**src/rtl/fetch_pkg.sv**
```systemverilog
// Shared types and constants for the instruction-fetch sequencer.
package fetch_pkg;

  typedef struct packed {
    logic [31:0] pc;
    logic [31:0] data;
    logic        filled;
  } fetch_entry_t;

  localparam logic [31:0] RESET_PC_DEFAULT = 32'h0000_0000;
  localparam logic [31:0] INSTR_NOP        = 32'h0000_0013;
  localparam logic [31:0] INSTR_ALIGN_MASK = 32'hFFFF_FFFC;

endpackage

```
**src/rtl/fetch_queue.sv**
```systemverilog
// Circular buffer of fetch entries: allocated at request accept, filled by
// in-order memory responses, popped by decode, cleared wholesale on flush.
module fetch_queue
  import fetch_pkg::*;
#(
  parameter int DEPTH = 2,
  localparam int PW = $clog2(DEPTH),
  localparam int CW = PW + 1
) (
  input  logic         clk,
  input  logic         reset,
  input  logic         alloc,
  input  logic [31:0]  alloc_pc,
  input  logic         fill,
  input  logic [31:0]  fill_data,
  input  logic         pop,
  input  logic         flush,
  output fetch_entry_t head,
  output logic [CW-1:0] occ,
  output logic [CW-1:0] unfilled
);

  fetch_entry_t  entries [DEPTH];
  logic [PW-1:0] head_ptr;
  logic [PW-1:0] tail_ptr;
  logic [PW-1:0] fill_ptr;

  // Alloc, fill and pop never touch the same slot in one cycle: alloc needs a
  // free tail slot, fill targets an unfilled entry, pop a filled one.
  always_ff @(posedge clk) begin
    if (reset || flush) begin
      for (int i = 0; i < DEPTH; i++) begin
        entries[i] <= '0;
      end
      head_ptr <= '0;
      tail_ptr <= '0;
      fill_ptr <= '0;
      occ      <= '0;
      unfilled <= '0;
    end else begin
      if (alloc) begin
        entries[tail_ptr] <= '{pc: alloc_pc, data: 32'h0, filled: 1'b0};
        tail_ptr          <= tail_ptr + 1'b1;
      end
      if (fill) begin
        entries[fill_ptr].data   <= fill_data;
        entries[fill_ptr].filled <= 1'b1;
        fill_ptr                 <= fill_ptr + 1'b1;
      end
      if (pop) begin
        entries[head_ptr].filled <= 1'b0;
        head_ptr                 <= head_ptr + 1'b1;
      end
      occ      <= occ + CW'(alloc) - CW'(pop);
      unfilled <= unfilled + CW'(alloc) - CW'(fill);
    end
  end

  assign head = entries[head_ptr];

endmodule

```
**src/rtl/fetch_ctrl.sv**
```systemverilog
// Fetch sequencer: owns the fetch PC, issues in-order memory requests, tags
// returned words with their PC and discards responses made stale by redirects.
module fetch_ctrl
  import fetch_pkg::*;
#(
  parameter logic [31:0] RESET_PC  = RESET_PC_DEFAULT,
  parameter int          BUF_DEPTH = 2
) (
  input  logic        clk,
  input  logic        reset,
  input  logic        redirect_valid,
  input  logic [31:0] redirect_target,
  output logic        imem_req_valid,
  input  logic        imem_req_ready,
  output logic [31:0] imem_req_addr,
  input  logic        imem_resp_valid,
  input  logic [31:0] imem_resp_data,
  output logic        instr_valid,
  input  logic        instr_ready,
  output logic [31:0] instr,
  output logic [31:0] instr_pc,
  output logic [31:0] fetch_pc
);

  localparam int CW = $clog2(BUF_DEPTH) + 1;

  fetch_entry_t  head;
  logic [CW-1:0] occ;
  logic [CW-1:0] unfilled;
  logic [CW-1:0] drop_cnt;
  logic [CW:0]   inflight;
  logic          accept;
  logic          fill;
  logic          pop;
  logic          drop_resp;
  logic          resp_taken;

  always_comb begin
    inflight       = {1'b0, occ} + {1'b0, drop_cnt};
    imem_req_valid = !reset && !redirect_valid && (inflight < (CW+1)'(BUF_DEPTH));
    accept         = imem_req_valid && imem_req_ready;
    drop_resp      = imem_resp_valid && (drop_cnt != '0);
    fill           = imem_resp_valid && (drop_cnt == '0) && (unfilled != '0) && !redirect_valid;
    pop            = head.filled && instr_ready && !redirect_valid;
    resp_taken     = imem_resp_valid && ((drop_cnt != '0) || (unfilled != '0));
  end

  // A response arriving with a redirect belongs to the old stream: it either
  // retires one pending drop or the oldest unfilled entry, so it never adds to
  // the number of words still to be discarded.
  always_ff @(posedge clk) begin
    if (reset) begin
      drop_cnt <= '0;
      fetch_pc <= RESET_PC;
    end else if (redirect_valid) begin
      drop_cnt <= drop_cnt + unfilled - CW'(resp_taken);
      fetch_pc <= redirect_target & INSTR_ALIGN_MASK;
    end else begin
      if (drop_resp) begin
        drop_cnt <= drop_cnt - 1'b1;
      end
      if (accept) begin
        fetch_pc <= fetch_pc + 32'd4;
      end
    end
  end

  fetch_queue #(
    .DEPTH(BUF_DEPTH)
  ) u_queue (
    .clk      (clk),
    .reset    (reset),
    .alloc    (accept),
    .alloc_pc (fetch_pc),
    .fill     (fill),
    .fill_data(imem_resp_data),
    .pop      (pop),
    .flush    (redirect_valid),
    .head     (head),
    .occ      (occ),
    .unfilled (unfilled)
  );

  assign imem_req_addr = fetch_pc;
  assign instr_valid   = head.filled;
  assign instr         = head.data;
  assign instr_pc      = head.pc;

  // A response with nothing pending and nothing to drop is a memory protocol error.
  a_resp_expected: assert property (@(posedge clk) disable iff (reset)
    imem_resp_valid |-> ((drop_cnt != '0) || (unfilled != '0)));

  a_drop_bound: assert property (@(posedge clk) disable iff (reset)
    drop_cnt <= CW'(BUF_DEPTH));

endmodule
```
**config.mk**
```make
export PLATFORM = sky130hd
export DESIGN_NAME = fetch_ctrl
export DESIGN_NICKNAME = d
export VERILOG_FILES = /design/src/rtl/fetch_pkg.sv /design/src/rtl/fetch_queue.sv /design/src/rtl/fetch_ctrl.sv
export SDC_FILE = /design/constraint.sdc
export NUM_CORES = 1
export LEC_CHECK = 0
export CAP_MARGIN = 20
export CORE_MARGIN = 5
export CORE_UTILIZATION = 54
export CTS_CLUSTER_DIAMETER = 30
export DETAILED_ROUTE_END_ITERATION = 8
export GPL_ROUTABILITY_DRIVEN = 1
export PLACE_DENSITY = 0.86
export REMOVE_ABC_BUFFERS = 1
export SYNTH_ARGS = -nofsm -noshare
export SYNTH_HDL_FRONTEND = slang
export SYNTH_SLANG_ARGS = --single-unit
```
**constraint.sdc**
```tcl
create_clock -name clk -period 5.57 [get_ports clk]
set_input_delay 1.3925 -clock clk [delete_from_list [all_inputs] [get_ports clk]]
set_output_delay 1.3925 -clock clk [all_outputs]
set_load 0.02 [all_outputs]
```
==> results of run 1 <==
==> cell usage after synthesis, types with 3 or more instances <==
cell	count
nand4_1	6
buf_4	36
xnor2_1	27
and4_1	4
clkbuf_1	28
o21ai_0	4
nand2_1	31
o22ai_1	5
or3_1	4
dfxtp_1	42
xor2_1	7
or2_2	3
nand3_1	13
a211oi_1	13
nor3_1	9
nor2_1	44
ha_1	8
and3_1	33
nor4_1	6
a21oi_1	20
edfxtp_1	124
inv_1	14
nor4_2	4
and2_1	91
buf_1	3
mux2_2	63
==> through the flow <==
stage | total power, µW | instances | setup WS, ns | cell area, µm² | hold slack (ns)
after floorplan | 1670 | 609 | 1.29 | 7630 | 0.431
final | 3100 | 1027 | 0.983 | 10500 | 0.476
after global routing | 3220 | 1027 | 0.924 | 10500 | 0.509
after global placement | 1880 | 993 | 0.918 | 9870 | 0.439
after detailed placement | 1900 | 993 | 0.942 | 9870 | 0.465
after CTS | 3110 | 1025 | 0.942 | 10500 | 0.473
==> logic make-up after synthesis <==
group	synth area share [%]
other	0.0464
DFF	56.5
xor gates and xnor gates	3.68
muxes	8.90
and+or+nand+nor	18.7
AOI/OAI and AO/OA	4.24
adders and majority gates	1.49
buffers and inverters	6.43
==> state kept, by name (all words and copies together) (netlist names), named ones only <==
name / count
u_queue.tail_ptr: 1
u_queue.entries: 126
fetch_pc: 30
u_queue.head_ptr: 1
drop_cnt: 2
u_queue.fill_ptr: 1
u_queue.occ: 2
u_queue.unfilled: 2
==> power by group through the flow <==
stage / registers (µW) / logic, µW / clock network (µW)
finish: 1450 / 430 / 1220
global route: 1460 / 459 / 1300
CTS: 1450 / 430 / 1230
detailed placement: 1470 / 425 / 0
global placement: 1470 / 416 / 0
floorplan: 1490 / 173 / 0
==> worst min-delay path by stage <==
stage	slack, ns	from	endpoint
6_report	0.48	u_queue.fill_ptr	u_queue.fill_ptr
5_1_grt	0.51	u_queue.entries[0][0]	u_queue.entries[0][0]
4_1_cts	0.47	u_queue.fill_ptr	u_queue.fill_ptr
3_5_place_dp	0.46	u_queue.fill_ptr	u_queue.fill_ptr
3_3_place_gp	0.44	u_queue.entries[0][0]	u_queue.entries[0][0]
2_1_floorplan	0.43	u_queue.entries[0][0]	u_queue.entries[0][0]
==> routing by layer <==
metal  part of all wire [%]  up-vias  wire (µm)
li1                       -     2673          -
met1                     40     2827       7940
met2                     50      312       9850
met3                    8.8       34       1760
met4                    1.5        0        306
met5                      0        -          0
==> worst max-delay path, cell delays in order <==
cell and delay [ns]:
clkdlybuf4s50_1 0.47, or2_2 0.43, nor3_1 0.25, clkdlybuf4s50_1 0.65
==> layout make-up <==
| class | count | area, µm² |
|---|---|---|
| inverter | 14 | 52.6 |
| tap | 184 | 230 |
| clock inverter | 13 | 180 |
| clock buffer | 19 | 433 |
| sequential | 166 | 4570 |
| multi-input combinational | 429 | 3030 |
| fill | 945 | 4060 |
| timing repair buffer | 202 | 2030 |
==> run metrics, run 1 <==
initial antenna violation count 0; yosys warns 0; RR Endpoint u_queue.entries[0][44]; Via density 5.69; post-CTS setup buffers 0; hold path cells 2; H-tree depth 4; GRT Residual Overflow 0; met3 Use GR 6.87%; worst rel slew slack 27.1%; WP data arrival 3.19 ns; max frequency 0.218 GHz; Setup Skew between 0.007 and 0.008 ns; Pre-Repair DR Iteration Count 5; first-pass GRT wire length 31.5 mm; Logic pwr share 13.9%; post-layout minimum cycle time roughly 4.6 ns; GPL Wtd Cong 0.849; WS Path Type input pin to output port; final hold vios 0; Port Buffer Count 191; Reg power frac 46.8%; Net count, final between 900 and 1000; post-detail-place hpwl 13.1 mm; Avg WL per Cell 19.3 µm; Switch Pwr 751 µW; Critical Path Start reset; post-cts sizing count 0; crit end category output port; layout cells sized above 1 14.1%; worst r2r path cells 7; Util after Layout 72.2%; Syn Inst Count slightly below 700; Hold Path Class register to register; worst skew pair latency 0.43 ns; crit path max fanout 12; post-route ant nets 0; startpoint types input pin; most congested layer reported by global routing met2; switching part of the total 24.2%; clock power share 39.4%; core area ~15000 µm²; power density over the cells 295 nW/µm²; synthesized flop and latch total 166; post-synth top area cell edfxtp_1; Initial DRC Count approximately 420; IO Pins 200; Pint between 2000 and 2500 µW; Longest Clk Path Bufs 2; Max Cap Viol 0; Overall Global Routing Usage 22.4%; DIE WIDTH between 100 and 150 µm; Final TNS setup 0 ns; Async S/R FF share, synth 0%; met1 Use GR between 20% and 30%; Critical Path RT 4.18 ns; Reg clk slew, reported paths 0.06 ns; RSZ-0062 raised after global routing no; synth-to-layout area growth 30.3%; synth top area cells edfxtp_1, dfxtp_1, mux2_2; area of the die around 18000 µm²; DIE HEIGHT 132 µm; Final Max Tran Viols 0; Root Driver clkbuf_16; Yosys cell types 56; dominant synthesized flop cell edfxtp_1; number of global-route vias before repair 6190; most common cell after layout, fill and taps aside clkdlybuf4s50_1; sequential cell area fraction in the yosys report a little under three fifths; met2 Resource Use GR 37.6%; status finished clean; synthesized area per cell ~12 µm²; worst slew pin tran 1.09 ns; Leakage 0.00406 µW; initial core utilization 55.4%; cts-stage hold buffer count 0; CTS tree built; # diodes 0; reg2reg start drop_cnt[0]; number of clock sinks 166; WL final 19.8 mm; Post-Syn Area 8080 µm²; Core Rows 44; CP endpoint imem_req_valid; R2R setup slack between 2 and 2.5 ns; Worst IR Drop VDD 0.000201 V; Final Cycle Share 82.4%; Remaining DRCs 0; Post-synth EDFFs 124; final setup violation count 0; Inserted Clock Buffers 17; vias 5846; largest net degree at the start of global routing 41; Yosys top cell area share 46.1%; most frequent cells in the layout clkdlybuf4s50_1, edfxtp_1, and2_1
Power figures use the tool's default switching activity.
==> inputs of run 2 (changes only) <==
CORE_UTILIZATION = 50   (was 54)
PLACE_DENSITY = 0.81   (was 0.86)
clock period = 4.7 ns   (was 5.57 ns; I/O delays follow)
==> run 2 against run 1 <==
Via count down 0.41%. Register-to-register slack worse by 0.62 ns. Worst hold slack got worse by 0.022 ns. Critical endpoint unchanged. Clock power grew 20%. Design area increased by 0.47%. Sequential share of layout area shrank 0.21 points. Combinational power increased by 18%. Sequential power rose by 19%. Largest power group unchanged. Critical path depth is the same. Die area rose by 7.4%.
==> run metrics, run 2 (synthesized netlist as in run 1, its figures left out) <==
Reg clk slew, reported paths 0.06 ns (about the same); power density over the cells 349 nW/µm² (+19%); Final TNS setup 0 ns (unchanged); initial core utilization 50.9% (-4.5 points); Setup Skew 0.00575 ns (-0.00212 ns); Leakage 0.00407 µW (+0.23%); Top cell by count, worst path clkdlybuf4s50_1; # diodes 0 (unchanged); Max Cap Viol 0 (unchanged); worst skew pair latency 0.42 ns (about the same); IO Pins 200 (unchanged); synth-to-layout area growth 30.9%; WP buf/inv 2 (unchanged); placed insts 1029 (+3.6%); biggest cell delay along the critical path 0.65 ns (about the same); number of clock sinks 166 (unchanged); worst rel slew slack 31.2% (+4.2 points); Top Registers u_queue.entries x126, fetch_pc x30; most frequent cells in the layout clkdlybuf4s50_1, edfxtp_1, and2_1; DIE HEIGHT 137 µm (+3.6%); cts-stage hold buffer count 0 (unchanged); core area 15900 µm² (+8.9%); worst slew pin tran 1.03 ns (-0.0621 ns); DIE WIDTH 137 µm (+3.6%); largest net degree at the start of global routing 41 (unchanged); WP data arrival 2.89 ns (-0.30 ns); layout cells sized above 1 13.9% (-0.17 points); Root Driver clkbuf_16; Most flops, register u_queue.entries; Net count, final 912 (+0.33%); GPL Wtd Cong 0.830 (-2.2%); Port Buffer Count 191 (unchanged); post-detail-place hpwl 13.2 mm (+0.96%); Core Rows 46 (+4.5%); critical-path cell list clkdlybuf4s50_1, or2_2, nor3_1, clkdlybuf4s50_1; Avg WL per Cell 18.5 µm (-4.2%); most common cell after layout, fill and taps aside clkdlybuf4s50_1; post-cts sizing count 0 (unchanged); Final Max Tran Viols 0 (unchanged); vias 5822 (-0.41%); startpoint types input pin; Remaining DRCs 0 (unchanged); final hold vios 0 (unchanged); worst r2r path cells 7 (unchanged); Initial DRC Count 411 (-1.4%); max reg flops 126 (unchanged); number of global-route vias before repair 5871 (-5.2%); hold_sp u_queue.entries[0][0]; Via density 5.48 (-3.7%); R2R setup slack 1.49 ns (-0.62 ns); Hold Path Class register to register; setup slack after placement 0.613 ns (-0.329 ns); Pre-Repair DR Iteration Count 5 (unchanged); Fin Hold WS 0.455 ns (-0.0216 ns); Final Cycle Share 86.6%; Hold EP u_queue.entries[0][0]; final setup violation count 0 (unchanged); CP top delay family buffers and inverters; Worst IR Drop VDD 0.000272 V (+35%); Critical Path RT 3.52 ns (-0.66 ns); Longest Clk Path Bufs 2 (unchanged); first-pass GRT wire length 30.3 mm (-3.7%); RSZ-0062 raised after global routing no; status finished clean; WL final 19.7 mm (-0.93%); post-layout minimum cycle time slightly above 4 ns; H-tree depth 4 (unchanged); GRT Residual Overflow 0 (unchanged); RR Endpoint u_queue.entries[0][11]; post-CTS setup buffers 0 (unchanged); post-route ant nets 0 (unchanged); area of the die 18800 µm² (+7.4%); initial antenna violation count 0 (unchanged); Final WS setup 0.631 ns (-0.352 ns); crit end category output port; Inserted Clock Buffers 17 (unchanged); Non-Filler Instances 1062 (+3.4%); CTS tree built; CP max-delay cell clkdlybuf4s50_1; crit path max fanout 12 (unchanged); WS Path Type input pin to output port; Critical Path Start redirect_valid; max frequency between 0.2 and 0.25 GHz; reg2reg start drop_cnt[0]; hold path cells 2 (unchanged); Overall Global Routing Usage 20.9% (-1.6 points)
-- run 2: changes by cell type in the layout (fill, tap and decap cells not counted), moves of 2 or more --
cell,before,now
clkbuf_8,0,2
clkinv_2,3,1
clkbuf_16,17,19
nand3_2,2,0
nand3_1,11,13
clkinv_4,2,0
buf_4,8,12
clkbuf_1,2,4
-- run 2: layout make-up --
cell class                      count  area [µm²]
Clock inverter                      7         113
Inverter                           14        52.6
Multi-Input combinational cell    429        3020
Clock buffer                       25         518
Timing Repair Buffer              205        2040
Sequential cell                   166        4570
Fill cell                        1171        5310
Tap cell                          216         270
-- run 2: worst reg2reg max path, cell delays in order, from the launching register on --
cell and delay (ns):
dfxtp_1 0.34, inv_1 0.10, nor2_1 0.15, fa_1 0.48
or3b_1 0.66, or3_1 0.59, nand3_1 0.14, buf_4 0.39
-- run 2: worst max path at each step --
stage                             endpoint  slack, ns  depth (start not counted)
floorplan           u_queue.entries[1][10]       0.64                          5
global placement            imem_req_valid       0.59                          4
detailed placement          imem_req_valid       0.61                          4
CTS                         imem_req_valid       0.61                          4
global route                imem_req_valid       0.58                          4
finish                      imem_req_valid       0.63                          4
-- run 2: through the flow --
stage	area, µm²	util [%]	total power, µW
3_3_place_gp	9930	62.5	2240
3_5_place_dp	9930	62.5	2250
5_1_grt	10600	66.6	3820
4_1_cts	10600	66.5	3710
6_report	10600	66.6	3690
2_1_floorplan	7630	-	1970
-- run 2: report_power, final --
| group | switching (µW) | internal (µW) |
|---|---|---|
| logic | 263 | 243 |
| clock network | 541 | 926 |
| registers | 67.8 | 1650 |
| total | 872 | 2820 |
-- run 2: routing by layer --
| metal | up-vias | track usage (%) | wire, µm |
|---|---|---|---|
| met4 | 0 | 6.65 | 306 |
| met3 | 28 | 4.19 | 1590 |
| met5 | - | 0 | 0 |
| met2 | 306 | 34.0 | 9480 |
| li1 | 2681 | - | - |
| met1 | 2807 | 28.2 | 8290 |
